`src/rtl/interrupt_sequencer.sv`:
```
// -----------------------------------------------------------------------------
// interrupt_sequencer
//
// Purpose:
//   Sequences hardware-interrupt entry for the pipelined CPU. A rising edge on
//   the external interrupt pin is latched, and entry waits until no branch,
//   call or return is in flight and the pipeline is not stalled. The block then
//   freezes fetch, lets decode/execute drain for DRAIN_CYCLES cycles, and issues
//   three one-cycle control steps in order: push PC, push flags, load vector.
//
// Parameters:
//   DRAIN_CYCLES   cycles spent in DRAIN (legal range 1..15)
//
// Ports:
//   i_clk            clock, rising edge
//   i_reset          synchronous active-high reset
//   i_interrupt      external interrupt pin (level, rising edges matter)
//   i_pipe_busy      branch/call/return in flight; blocks entry from IDLE
//   i_stall          global stall; freezes the sequencer, blocks entry
//   o_active         sequencer is not in IDLE
//   o_freeze_fetch   hold PC / inject NOP into decode (equals o_active)
//   o_cu_interrupt   control unit interrupt input (PUSH_PC only)
//   o_push_pc        PUSH_PC step
//   o_push_flags     PUSH_FLAGS step
//   o_load_vector    VECTOR step (PC loads from memory address 0)
//
// Build option:
//   INT_PENDING_EN   when defined, a rise seen outside IDLE sets the one-deep
//                    pending flag and is serviced after the current pass;
//                    when undefined, such rises are dropped.
// -----------------------------------------------------------------------------
module interrupt_sequencer #(
  parameter int DRAIN_CYCLES = 3
) (
  input  logic i_clk,
  input  logic i_reset,
  input  logic i_interrupt,
  input  logic i_pipe_busy,
  input  logic i_stall,
  output logic o_active,
  output logic o_freeze_fetch,
  output logic o_cu_interrupt,
  output logic o_push_pc,
  output logic o_push_flags,
  output logic o_load_vector
);

  typedef enum logic [2:0] {
    ST_IDLE       = 3'd0,
    ST_DRAIN      = 3'd1,
    ST_PUSH_PC    = 3'd2,
    ST_PUSH_FLAGS = 3'd3,
    ST_VECTOR     = 3'd4
  } state_t;

  localparam logic [3:0] DRAIN_LOAD = 4'(DRAIN_CYCLES - 1);

  // Output bundle layout: {active, push_pc, push_flags, load_vector}
  function automatic logic [3:0] decode_outputs(input state_t s);
    logic [3:0] o;
    o = 4'b0000;
    case (s)
      ST_IDLE:       o = 4'b0000;
      ST_DRAIN:      o = 4'b1000;
      ST_PUSH_PC:    o = 4'b1100;
      ST_PUSH_FLAGS: o = 4'b1010;
      ST_VECTOR:     o = 4'b1001;
      default:       o = 4'b0000;
    endcase
    return o;
  endfunction

  state_t     state_q, state_d;
  logic [3:0] cnt_q, cnt_d;
  logic       pending_q, pending_d;
  logic       int_q;
  logic [3:0] out_q;

  logic rise_s;
  logic late_rise_s;

  assign rise_s = i_interrupt & ~int_q;

`ifdef INT_PENDING_EN
  // Rises while a pass is in progress are remembered for the next pass.
  assign late_rise_s = rise_s & (state_q != ST_IDLE);
`else
  // Rises while a pass is in progress are dropped.
  assign late_rise_s = 1'b0;
`endif

  // Next-state, drain counter and pending flag.
  always_comb begin
    state_d   = state_q;
    cnt_d     = cnt_q;
    pending_d = pending_q | late_rise_s;
    case (state_q)
      ST_IDLE: begin
        // A rise in the entry cycle is consumed by the transition itself.
        if ((pending_q | rise_s) & ~i_pipe_busy & ~i_stall) begin
          state_d   = ST_DRAIN;
          cnt_d     = DRAIN_LOAD;
          pending_d = 1'b0;
        end else begin
          pending_d = pending_q | rise_s;
        end
      end
      ST_DRAIN: begin
        if (i_stall) begin
          state_d = ST_DRAIN;
        end else if (cnt_q == 4'd0) begin
          state_d = ST_PUSH_PC;
        end else begin
          cnt_d = cnt_q - 4'd1;
        end
      end
      ST_PUSH_PC: begin
        if (i_stall) begin
          state_d = ST_PUSH_PC;
        end else begin
          state_d = ST_PUSH_FLAGS;
        end
      end
      ST_PUSH_FLAGS: begin
        if (i_stall) begin
          state_d = ST_PUSH_FLAGS;
        end else begin
          state_d = ST_VECTOR;
        end
      end
      ST_VECTOR: begin
        if (i_stall) begin
          state_d = ST_VECTOR;
        end else begin
          state_d = ST_IDLE;
        end
      end
      default: begin
        state_d   = ST_IDLE;
        cnt_d     = 4'd0;
        pending_d = 1'b0;
      end
    endcase
  end

  // State, counter, pending and edge-detect registers. Outputs are registered
  // from the next state so they line up with the state they describe.
  always_ff @(posedge i_clk) begin
    if (i_reset) begin
      state_q   <= ST_IDLE;
      cnt_q     <= 4'd0;
      pending_q <= 1'b0;
      int_q     <= 1'b0;
      out_q     <= 4'b0000;
    end else begin
      state_q   <= state_d;
      cnt_q     <= cnt_d;
      pending_q <= pending_d;
      int_q     <= i_interrupt;
      out_q     <= decode_outputs(state_d);
    end
  end

  assign o_active       = out_q[3];
  assign o_freeze_fetch = out_q[3];
  assign o_push_pc      = out_q[2];
  assign o_cu_interrupt = out_q[2];
  assign o_push_flags   = out_q[1];
  assign o_load_vector  = out_q[0];

endmodule

```
`config.mk`:
```
export PLATFORM = sky130hd
export DESIGN_NAME = interrupt_sequencer
export DESIGN_NICKNAME = d
export VERILOG_FILES = /design/src/rtl/interrupt_sequencer.sv
export SDC_FILE = /design/constraint.sdc
export NUM_CORES = 1
export LEC_CHECK = 0
export CORE_UTILIZATION = 44
export DETAILED_ROUTE_END_ITERATION = 10
export GPL_ROUTABILITY_DRIVEN = 0
export HOLD_SLACK_MARGIN = 0.05
export PLACE_DENSITY = 0.7
export SLEW_MARGIN = 20
export SYNTH_ARGS = -nofsm -noshare
export SYNTH_HDL_FRONTEND = slang
export SYNTH_SLANG_ARGS = --single-unit
```
`constraint.sdc`:
```
create_clock -name i_clk -period 1.95 [get_ports i_clk]
set_clock_uncertainty 0.15 [all_clocks]
set_input_delay 0.39 -clock i_clk [delete_from_list [all_inputs] [get_ports i_clk]]
set_output_delay 0.39 -clock i_clk [all_outputs]
set_load 0.03 [all_outputs]
```
==> impl_metrics.env <==
export IMPL_status="finished clean"
export IMPL_drc_errors=0
export IMPL_endpoint="cnt_q[1]"
export IMPL_power_leakage_nw=0.380
export IMPL_clk_latency_ns=0.27
export IMPL_min_period_ns=1.94
export IMPL_synthCells=75
export IMPL_cts_made_buffers=3
export IMPL_path_max_fanout=2
export IMPL_critical_path_startpoint_type="flip-flop"
export IMPL_path_depth=12
export IMPL_synthMuxAreaShare_pct=3.07
export IMPL_wl_per_cell_um=12.1
export IMPL_die_area_um2=1640
export IMPL_yosysSeqAreaShare_pct=39.9
export IMPL_cpMaxStageDelayCell="dfxtp_2"
export IMPL_fmax_mhz=517
export IMPL_viasPerCell=5.37
export IMPL_power_total_mw=0.655
export IMPL_drtAntennaViolNets=0
export IMPL_critPathCaptureType="flip-flop"
export IMPL_hpwlAfterDp_um=938
export IMPL_rows=13
export IMPL_critPathArrivalTime_ns=1.98
export IMPL_yosysTopAreaCell="dfxtp_1"
export IMPL_finalHoldViolations=0
export IMPL_ir_drop_v=0.000478
export IMPL_path_cells="inv_2 -> buf_4 -> buf_4 -> buf_4 -> buf_4 -> buf_6 -> buf_4 -> buf_4 -> buf_4 -> buf_4 -> buf_4 -> a41oi_2"
export IMPL_vias=628
export IMPL_critical_path_class="flip-flop to flip-flop"
export IMPL_grt_pass1_vias=532
export IMPL_drive_gt1_share_pct=33.3
export IMPL_diodes=0
export IMPL_r2r_end="cnt_q[1]"
export IMPL_clk_pin_slew_worst_paths_ns=0.08
export IMPL_h_tree_depth=1
export IMPL_r2r_start="cnt_q[1]"
export IMPL_slowest_delay_ns=0.34
export IMPL_synth_compound_area_share_pct=19.0
export IMPL_grt_overflow=0
export IMPL_clock_path_buffers=2
export IMPL_syn2layout_area_growth_pct=44.5
export IMPL_crit_path_start="cnt_q[1]"
export IMPL_ys_ff_latch=13
export IMPL_final_nets=109
export IMPL_yosys_area_top_type_share_pct=39.9
export IMPL_pre_cts_slack_ns=-0.178
export IMPL_syn_avg_cell_area_um2=8.69
export IMPL_synth_top_family_by_area="simple AND/OR/NAND/NOR gates"
export IMPL_layout_cells_non_filler=117
export IMPL_synthAdderAreaFrac_pct=1.92
export IMPL_die_h_um=40.5
export IMPL_synthXorXnorAreaFrac_pct=0
export IMPL_clock_sinks=13
export IMPL_grt_use_total_pct=22.4
export IMPL_whs_ns=0.339
export IMPL_ys_types=32
export IMPL_placed_cells=103
export IMPL_grt_max_degree=11
export IMPL_p_per_area_nw_per_um2=696
export IMPL_cp_required_ns=2.00
export IMPL_setup_viol=0
export IMPL_syn_area_um2=652
export IMPL_synth_net_count=81
export IMPL_core_area_um2=1330
export IMPL_io_pins=11
export IMPL_rsz0062_at_grt="yes"
export IMPL_crit_top_cell="buf_4"
export IMPL_min_period_over_period_pct=99.3
export IMPL_synth_simple_area_share_pct=26.7
export IMPL_die_x_um=40.5
export IMPL_hold_class="flip-flop to flip-flop"
export IMPL_yosys_warnings=0
export IMPL_clockRootBuffer="clkbuf_4"
export IMPL_tightest_slew_ns=0.599
export IMPL_antenna_found_initial=0
export IMPL_start_util_pct=48.9
export IMPL_setup_ws_ns=0.0144
export IMPL_yosys_top_cells_area="dfxtp_1 (40%), a21oi_1 (3.8%), a31oi_1 (3.8%)"
export IMPL_cts_tree="done"
export IMPL_r2r_cells=12
export IMPL_maxCapViolCount=0
export IMPL_critPathBufInv=11
export IMPL_drv_slew=0
export IMPL_drt_initial_drc_count=20
export IMPL_io_buffers=10
export IMPL_worst_path_dominant_cell_family="buffers and inverters"
export IMPL_rrSetupSlack_ns=0.01
export IMPL_fillers=116
export IMPL_grt_first_pass_wirelength_um=2370
export IMPL_max_slew_margin_pct=59.8
export IMPL_drt_total_wl_um=1420
export IMPL_first_pass_iters=5
sequential cells by signal (all words and copies together) (netlist names):
register	flops
cnt_q	4
int_q	1
out_q	4
pending_q	1
state_q	3
synthesized netlist by cell type, drive strengths merged:
cell type / n
nand4: 1
nor3b: 2
a21oi: 5
a31oi: 4
nor3: 1
ha: 1
nor2b: 2
nand3: 2
a41oi: 1
dfxtp: 13
or4b: 1
a31o: 1
or3b: 1
or3: 2
nand2: 4
buf: 4
nand2b: 2
or2: 1
a211o: 2
o21ai: 3
nor2: 6
and3b: 1
nand3b: 2
and2: 1
inv: 6
clkbuf: 1
o211ai: 2
a221oi: 1
mux2i: 2
layout make-up:
cell class / instances / area [um2] / share of cell area, %
flip-flops and latches: 13 / 263 / 27.9
repair buffers: 28 / 239 / 25.4
clock buffers: 4 / 26.3 / 2.79
multi-input cells: 51 / 373 / 39.6
well taps: 15 / 18.8 / 1.99
inverters: 6 / 22.5 / 2.39
report_power, final:
part           internal [mW]  total, mW  switching (mW)  leakage [nW]
Combinational          0.109      0.194          0.0848         0.258
Sequential             0.284      0.297          0.0131         0.107
Clock                 0.0791      0.165          0.0854        0.0150
cells in the final DEF, fill, tap and decap left out, drive strengths merged, types with 3 or more instances in the layout:
cell           count
o21ai              3
inv                6
clkdlybuf4s50     10
nor2               6
clkbuf             4
nand2              4
a21oi              5
buf               18
dfxtp             13
a31oi              4
worst min path at each step:
| stage | from | end | slack (ns) | cells after the start |
|---|---|---|---|---|
| after floorplan | cnt_q[3] | cnt_q[3] | 0.30 | 2 |
| after global placement | cnt_q[3] | cnt_q[3] | 0.32 | 2 |
| after detailed placement | cnt_q[3] | cnt_q[3] | 0.33 | 2 |
| after CTS | cnt_q[3] | cnt_q[3] | 0.34 | 2 |
| after global routing | cnt_q[3] | cnt_q[3] | 0.38 | 2 |
| final | cnt_q[3] | cnt_q[3] | 0.34 | 2 |
metrics by stage:
stage                     util (%)  area [um2]  setup TNS, ns
after detailed placement      59.4         792         -0.763
after CTS                     68.9         918        -0.0201
after global placement        59.4         792         -0.583
final                         70.6         942              0
after global routing          70.6         942         -0.140
after floorplan                  -         652              0
worst min-delay path: cells and delay by family, from the launching register on:
kind	cells	cell delay, ns
flops	1	0.32
mux	1	0.06
simple gates	1	0.06
what timing repair did:
item | CTS | global route
pin swaps | 3 | 3
setup buffers | 11 | 0
setup endpoints to repair | 3 | 6
resized for setup | 5 | 7
hold buffers | 0 | 0
logic make-up after synthesis:
group,count (synthesis)
flops,13
simple gates,29
mux,2
compound gates,19
fa+ha+maj,1
buf+inv,11
per-layer routing:
metal / global-route usage (%) / vias to the layer above / share of wire (%)
met3: 3.33 / 2 / 4.5
met4: 10.0 / 0 / 0.99
met5: 0 / - / 0
met2: 35.3 / 20 / 47
met1: 29.8 / 287 / 47
li1: - / 319 / -
Power figures use the tool's default switching activity.
